$ cat config.mk
export PLATFORM = sky130hd
export DESIGN_NAME = pipe_stage_reg
export DESIGN_NICKNAME = d
export VERILOG_FILES = /design/src/rtl/pipe_pkg.sv /design/src/rtl/pipe_sat_counter.sv /design/src/rtl/pipe_stage_reg.sv
export SDC_FILE = /design/constraint.sdc
export NUM_CORES = 1
export LEC_CHECK = 0
export ABC_AREA = 1
export CORE_MARGIN = 10
export CORE_UTILIZATION = 40
export CTS_BUF_LIST = sky130_fd_sc_hd__clkbuf_8
export DETAILED_ROUTE_END_ITERATION = 10
export GPL_TIMING_DRIVEN = 0
export SYNTH_ARGS = -nofsm -noshare
export SYNTH_HDL_FRONTEND = slang
export SYNTH_SLANG_ARGS = --single-unit
$ cat constraint.sdc
create_clock -name clk -period 2.31 [get_ports clk]
set_input_delay 0.462 -clock clk [delete_from_list [all_inputs] [get_ports clk]]
set_output_delay 0.462 -clock clk [all_outputs]
set_load 0.01 [all_outputs]
$ cat src/rtl/pipe_pkg.sv
// Shared datapath field widths, stage control bundles and NOP control words.
// Used by pipe_stage_reg and the per-stage wrappers that instantiate it.
package pipe_pkg;

  localparam int unsigned WORD_W     = 32;
  localparam int unsigned REG_ADDR_W = 5;
  localparam int unsigned ALU_CTRL_W = 6;
  localparam int unsigned EX_CTRL_W  = 7;
  localparam int unsigned MEM_CTRL_W = 5;
  localparam int unsigned WR_CTRL_W  = 2;

  // ID/EX carries PC+4, immediate, busA and busB.
  localparam int unsigned ID_EX_DATA_W  = 4 * WORD_W;
  localparam int unsigned ID_EX_CTRL_W  = REG_ADDR_W + ALU_CTRL_W + EX_CTRL_W
                                        + MEM_CTRL_W + WR_CTRL_W;
  localparam int unsigned EX_MEM_CTRL_W = REG_ADDR_W + MEM_CTRL_W + WR_CTRL_W;
  localparam int unsigned MEM_WB_CTRL_W = REG_ADDR_W + WR_CTRL_W;

  typedef struct packed {
    logic [REG_ADDR_W-1:0] rw;
    logic [ALU_CTRL_W-1:0] alu;
    logic [EX_CTRL_W-1:0]  ex;
    logic [MEM_CTRL_W-1:0] mem;
    logic [WR_CTRL_W-1:0]  wr;
  } id_ex_ctrl_t;

  typedef struct packed {
    logic [REG_ADDR_W-1:0] rw;
    logic [MEM_CTRL_W-1:0] mem;
    logic [WR_CTRL_W-1:0]  wr;
  } ex_mem_ctrl_t;

  typedef struct packed {
    logic [REG_ADDR_W-1:0] rw;
    logic [WR_CTRL_W-1:0]  wr;
  } mem_wb_ctrl_t;

  // All-zero control words write nothing and touch no memory.
  localparam id_ex_ctrl_t  ID_EX_NOP  = '0;
  localparam ex_mem_ctrl_t EX_MEM_NOP = '0;
  localparam mem_wb_ctrl_t MEM_WB_NOP = '0;

  function automatic ex_mem_ctrl_t id_ex_to_ex_mem(input id_ex_ctrl_t c);
    ex_mem_ctrl_t r;
    r.rw  = c.rw;
    r.mem = c.mem;
    r.wr  = c.wr;
    return r;
  endfunction

  function automatic mem_wb_ctrl_t ex_mem_to_mem_wb(input ex_mem_ctrl_t c);
    mem_wb_ctrl_t r;
    r.rw = c.rw;
    r.wr = c.wr;
    return r;
  endfunction

endpackage

$ cat src/rtl/pipe_sat_counter.sv
// Saturating up-counter with synchronous clear; clear wins over increment.
module pipe_sat_counter #(
  parameter int unsigned CNT_W = 16
) (
  input  logic             clk,
  input  logic             clear_i,
  input  logic             inc_i,
  output logic [CNT_W-1:0] cnt_o
);

  localparam logic [CNT_W-1:0] CNT_MAX = {CNT_W{1'b1}};

  logic [CNT_W-1:0] cnt_q;
  logic [CNT_W-1:0] cnt_d;

  always_comb begin
    cnt_d = cnt_q;
    if (clear_i) begin
      cnt_d = '0;
    end else if (inc_i && (cnt_q != CNT_MAX)) begin
      cnt_d = cnt_q + CNT_W'(1);
    end
  end

  always_ff @(posedge clk) begin
    cnt_q <= cnt_d;
  end

  assign cnt_o = cnt_q;

endmodule

$ cat src/rtl/pipe_stage_reg.sv
// Parametrised pipeline stage register: main entry plus skid entry, valid/ready
// handshake, flush-to-bubble. Optional stall counter: PIPE_STAGE_STALL_CNT_EN.
module pipe_stage_reg
  import pipe_pkg::*;
#(
  parameter int unsigned       DATA_W   = ID_EX_DATA_W,
  parameter int unsigned       CTRL_W   = ID_EX_CTRL_W,
  parameter logic [CTRL_W-1:0] NOP_CTRL = {CTRL_W{1'b0}}
`ifdef PIPE_STAGE_STALL_CNT_EN
  , parameter int unsigned     CNT_W    = 16
`endif
) (
  input  logic              clk,
  input  logic              reset,
  input  logic              flush,
  input  logic              in_valid,
  output logic              in_ready,
  input  logic [DATA_W-1:0] in_data,
  input  logic [CTRL_W-1:0] in_ctrl,
  output logic              out_valid,
  input  logic              out_ready,
  output logic [DATA_W-1:0] out_data,
  output logic [CTRL_W-1:0] out_ctrl
`ifdef PIPE_STAGE_STALL_CNT_EN
  , output logic [CNT_W-1:0] stall_cnt
`endif
);

  logic              main_v_q,   main_v_d;
  logic [DATA_W-1:0] main_dat_q, main_dat_d;
  logic [CTRL_W-1:0] main_ctl_q, main_ctl_d;
  logic              skid_v_q,   skid_v_d;
  logic [DATA_W-1:0] skid_dat_q, skid_dat_d;
  logic [CTRL_W-1:0] skid_ctl_q, skid_ctl_d;
  logic              in_ready_q, in_ready_d;
  logic [CTRL_W-1:0] out_ctrl_q, out_ctrl_d;

  logic acc_c;
  logic main_free_c;

  assign acc_c       = in_valid & in_ready_q;
  assign main_free_c = out_ready | ~main_v_q;

  // Next-state: flush kills both entries; otherwise main refills from skid first.
  always_comb begin
    main_v_d   = main_v_q;
    main_dat_d = main_dat_q;
    main_ctl_d = main_ctl_q;
    skid_v_d   = skid_v_q;
    skid_dat_d = skid_dat_q;
    skid_ctl_d = skid_ctl_q;

    if (flush) begin
      main_v_d   = 1'b0;
      skid_v_d   = 1'b0;
      main_ctl_d = NOP_CTRL;
      skid_ctl_d = NOP_CTRL;
    end else if (main_free_c) begin
      if (skid_v_q) begin
        main_v_d   = 1'b1;
        main_dat_d = skid_dat_q;
        main_ctl_d = skid_ctl_q;
        skid_v_d   = 1'b0;
      end else if (acc_c) begin
        main_v_d   = 1'b1;
        main_dat_d = in_data;
        main_ctl_d = in_ctrl;
      end else begin
        main_v_d   = 1'b0;
      end
    end else if (acc_c) begin
      skid_v_d   = 1'b1;
      skid_dat_d = in_data;
      skid_ctl_d = in_ctrl;
    end

    // Ready drops only while the skid entry is occupied.
    in_ready_d = ~skid_v_d;
    out_ctrl_d = main_v_d ? main_ctl_d : NOP_CTRL;
  end

  // Reset also holds in_ready low for the first cycle after it is released.
  always_ff @(posedge clk) begin
    if (reset) begin
      main_v_q   <= 1'b0;
      main_dat_q <= '0;
      main_ctl_q <= NOP_CTRL;
      skid_v_q   <= 1'b0;
      skid_dat_q <= '0;
      skid_ctl_q <= NOP_CTRL;
      in_ready_q <= 1'b0;
      out_ctrl_q <= NOP_CTRL;
    end else begin
      main_v_q   <= main_v_d;
      main_dat_q <= main_dat_d;
      main_ctl_q <= main_ctl_d;
      skid_v_q   <= skid_v_d;
      skid_dat_q <= skid_dat_d;
      skid_ctl_q <= skid_ctl_d;
      in_ready_q <= in_ready_d;
      out_ctrl_q <= out_ctrl_d;
    end
  end

  assign in_ready  = in_ready_q;
  assign out_valid = main_v_q;
  assign out_data  = main_dat_q;
  assign out_ctrl  = out_ctrl_q;

`ifdef PIPE_STAGE_STALL_CNT_EN
  // Counts cycles where a bundle is presented but not taken; flush leaves it alone.
  logic stall_inc_c;

  assign stall_inc_c = main_v_q & ~out_ready;

  pipe_sat_counter #(
    .CNT_W (CNT_W)
  ) u_stall_cnt (
    .clk     (clk),
    .clear_i (reset),
    .inc_i   (stall_inc_c),
    .cnt_o   (stall_cnt)
  );
`endif

endmodule

# After elaboration in Yosys (flattened, before gate mapping)
# Index checks and enable logic that the tools add are counted.
# totals
elab_cells	34
input_bits	158
ff_bits	334
# op_classes
n_reduce_logical	6
n_mux	13
n_bitwise	7
# op_table
cell	count
$mux W128	2
$mux W25	4
$mux W1	7
$reduce_and A3 Y1	2
$not A1 Y1	5
$reduce_or A2 Y1	2
$reduce_and A2 Y1	1
$reduce_bool A2 Y1	1
$and A1 B1 Y1	1
$or A1 B1 Y1	1

# Depth between registers and ports, before layout
# Gate-level depths: netlist of run 1.
# logic_depth
ltp_word	7
depth_mapped	9

# Least setup slack after synthesis of run 1
# OpenSTA, ideal clock, no wires.
# synth_timing
kind	input-to-reg
from	input port out_ready
to	register main_dat_q[82], in the netlist out_data[82]
t_arrival_ns	1.300
setup_slack_ns	0.897
setup_ns	0.113
stages	9
path_buffers	3
cell_sequence	inv_2 -> nand2_1 -> buf_4 -> nand3_4 -> buf_2 -> buf_2 -> nand2_1 -> nand2_1 -> nor2_1
# synth_between
elab_chain_cells	2
# synth_rtl
item	line	rtl
start: declaration	pipe_stage_reg.sv:21	input logic out_ready,
$or A1 B1 Y1	pipe_stage_reg.sv:42	assign main_free_c = out_ready | ~main_v_q;
$reduce_and A3 Y1 (no source line)	-	
end signal: assignment	pipe_stage_reg.sv:95	main_dat_q <= main_dat_d;
end: declaration	pipe_stage_reg.sv:30	logic [DATA_W-1:0] main_dat_q, main_dat_d;
# Every way passes these cells.
# A chain may end at the register's enable or synchronous reset.

# Final worst setup path of run 1
# layout_timing
from	register main_v_q, in the netlist out_valid
to	output port out_valid
# layout_lines
item	line	rtl
start: declaration	pipe_stage_reg.sv:29	logic main_v_q, main_v_d;
start signal: assignment	pipe_stage_reg.sv:94	main_v_q <= main_v_d;
end: declaration	pipe_stage_reg.sv:20	output logic out_valid,
# No word-level cell between the ends.

==> metrics.yaml, run 1 <==
synthSimpleGateAreaFrac_pct: 36.9
drive_above_1_share_pct: 6.10
dr.pass1.iters: 5
drv_slew: 0
setup_tns_ns: 0
crit_chain: "clkdlybuf4s50_1"
ctsResizeCount: 0
synthFlopType: "dfxtp_1"
cts_hold_buffers: 0
vdd_drop_max_uv: 541
cp_data_arrival_time_ns: 1.60
drt-initial-drc-count: 769
gp_congestion: 0.810
wl_um: 47800
worst_pin_slew_ns: 0.973
synth-seq-cells: 334
final_util_pct: 54.1
slew_headroom_pct: 35.2
grt_pass1_vias: 14300
yosysSeqAreaShare_pct: 44.5
num_vias: 14900
critPathRequiredTime_ns: 1.85
clock_latency_ns: 0.62
rrSetupSlack_ns: 0.27
core_area_um2: 36900
setup_violations: 0
worstSetupStartpointType: "flop"
numClockSinks: 334
ys_types: 18
dp_cells: 3208
clk_pin_slew_ns: 0.06
die_h_um: 214
via_per_inst: 4.51
syn_inst: 2393
syn_to_final_growth_pct: 32.6
crit_family: "buffers and inverters"
worst_slack_ns: 0.245
io_pins: 313
skew_ns: 0.0140
synthAdderAreaFrac_pct: 0
ant_nets: 0
rows: 70
synth.area.mux_share_pct: 0
whs_ns: 0.170
grt_setup_unrepaired: "no"
die-area_um2: 45700
fin_nets: 2921
cts_tree: "built"
syn_area_per_cell_um2: 6.28
powerDensity_nw_per_um2: 644
fin_crit_ns: 2.07
clock-root-buffer: "clkbuf_8"
pre_cts_ws_ns: -0.376
cts_buffer_depth: 3
fillCellCount: 3803
synth_area_um2: 15000
min_period_over_period_pct: 89.4
grt.overflow.total: 0
path_buf_inv: 1
grt_util_all_layers_pct: 20.4
synth-edff-count: 0
wl_per_cell_um: 14.4
synth-compound-area-share_pct: 5.24
dp_hpwl_um: 35000
ys_async_sr_fraction_pct: 0
crit_slowest_cell: "clkdlybuf4s50_1"
slowest_delay_ns: 0.58
cts_made_buffers: 57
syn-num-nets: 2551
fin_cells: 3311
cts-htree-levels: 2
p_leak_nw: 9.42
initial_core_util_pct: 40.8
status: "completed"
drcViolationCount: 0
post_cts_buffers: 0
synth_top_family_by_area: "simple AND/OR/NAND/NOR gates"
cap_viol_max_count: 0
critPathMaxFanout: 3
grt_start_max_net_pins: 14
port_buffers: 311
hold_viol: 0
yosysWarningCount: 0
grt_pass1_wl_um: 74600
hold_class: "in2reg"
synth_xor_xnor_area_share_pct: 0
max_freq_ghz: 0.484
antenna_found_initial: 6
die_w_um: 214
crit_type: "reg2out"
endpoint_kind: "output pin"
power breakdown:
part	internal, W	total, W	switching, W
registers	0.00592	0.00599	0.0000753
clock network	0.00298	0.00538	0.00240
logic	0.000690	0.00146	0.000768
total	0.00959	0.0128	0.00325
logic make-up after synthesis:
group / count (synthesis)
buffers and inverters: 491
flip-flops: 334
AND/OR/NAND/NOR: 1413
AO/OA/AOI/OAI: 155
Yosys cell counts (2+ instances only):
cell type  count  share of area, %
nand2_1      645                16
nand3_1      178               5.9
clkbuf_1      56               1.4
buf_4         20               1.0
o21ai_0      139               4.6
inv_2          2             0.050
buf_2         65               2.2
dfxtp_1      334                44
nor2_1       587                15
inv_1        336               8.4
buf_1         11              0.27
a21oi_1       14              0.47
final timing paths:
| check | from | to | cells past startpoint |
|---|---|---|---|
| max reg2reg | in_ready$_SDFF_PP0_ | skid_dat_q[110]$_SDFFE_PP0P_ | 7 |
| max | out_valid$_SDFF_PP0_ | out_valid | 1 |
| min | reset | main_ctl_q[3]$_SDFF_PP0_ | 2 |
| min reg2reg | skid_ctl_q[1]$_SDFFE_PP0P_ | skid_ctl_q[1]$_SDFFE_PP0P_ | 2 |
metal layers:
metal  global-route usage, %  up-vias  part of all wire, %
met1                    25.4     6683                   44
met4                    6.01        6                  1.8
met5                       0        -                0.096
met3                    4.85       65                  7.0
met2                    34.2      360                   47
li1                        -     7835                    -
worst reg2reg max path, cell delays in order (launching register included):
cell and delay [ns]:
dfxtp_1 0.41, nand2_1 0.12, nor2_2 0.58, buf_4 0.33
buf_2 0.27, nand3_1 0.10, nand2_1 0.08, nor2_1 0.05
per-stage QoR:
step | power [W] | cell area, um^2
6_report | 0.0128 | 19900
5_1_grt | 0.0134 | 19900
4_1_cts | 0.0130 | 19900
3_5_place_dp | 0.00758 | 18800
3_3_place_gp | 0.00757 | 18800
2_1_floorplan | 0.00682 | 15000
layout by cell type (no fill, tap or decap), types with 11 or more instances in the layout:
| cell | instances |
|---|---|
| clkbuf_8 | 75 |
| nor2_1 | 587 |
| buf_4 | 20 |
| clkbuf_1 | 56 |
| o21ai_0 | 139 |
| buf_2 | 65 |
| buf_1 | 11 |
| nand3_1 | 178 |
| a21oi_1 | 14 |
| dfxtp_1 | 334 |
| clkdlybuf4s50_1 | 311 |
| inv_1 | 356 |
| nand2_1 | 645 |
flip-flops by register name (all words and copies together) (netlist names):
signal      count
in_ready        1
main_ctl_q     25
out_ctrl       25
out_data      128
out_valid       1
skid_ctl_q     25
skid_dat_q    128
skid_v_q        1
area by class of cell:
class / instances / area [um^2] / area share (%)
multi-input cells: 1568 / 6340 / 31.8
flip-flops and latches: 334 / 6690 / 33.5
clock buffers: 75 / 1030 / 5.18
repair buffers: 311 / 3110 / 15.6
inverters: 338 / 1270 / 6.36
well taps: 504 / 631 / 3.16
clock inverters: 24 / 120 / 0.602
plain buffers: 153 / 738 / 3.70
diodes: 4 / 10.0 / 0.0502
No activity file was read; power rests on OpenSTA's default activity.
==> run 2, diff against run 1 <==
--- a/config.mk
+++ b/config.mk
@@ -6,6 +6,7 @@
 export NUM_CORES = 1
 export LEC_CHECK = 0
 export ABC_AREA = 1
+export ABC_CLOCK_PERIOD_IN_PS = 2310
 export CORE_MARGIN = 10
 export CORE_UTILIZATION = 40
 export CTS_BUF_LIST = sky130_fd_sc_hd__clkbuf_8
==> results of run 2 <==
No change in the layout: final DEF, timing and power equal those of run 1.
==> run 3, diff against run 2 <==
--- a/config.mk
+++ b/config.mk
@@ -7,10 +7,12 @@
 export LEC_CHECK = 0
 export ABC_AREA = 1
 export ABC_CLOCK_PERIOD_IN_PS = 2310
+export CAP_MARGIN = 5
 export CORE_MARGIN = 10
 export CORE_UTILIZATION = 40
 export CTS_BUF_LIST = sky130_fd_sc_hd__clkbuf_8
 export DETAILED_ROUTE_END_ITERATION = 10
+export GPL_ROUTABILITY_DRIVEN = 0
 export GPL_TIMING_DRIVEN = 0
 export SYNTH_ARGS = -nofsm -noshare
 export SYNTH_HDL_FRONTEND = slang
==> results of run 3 <==
No change in the layout: final DEF, timing and power equal those of run 1.
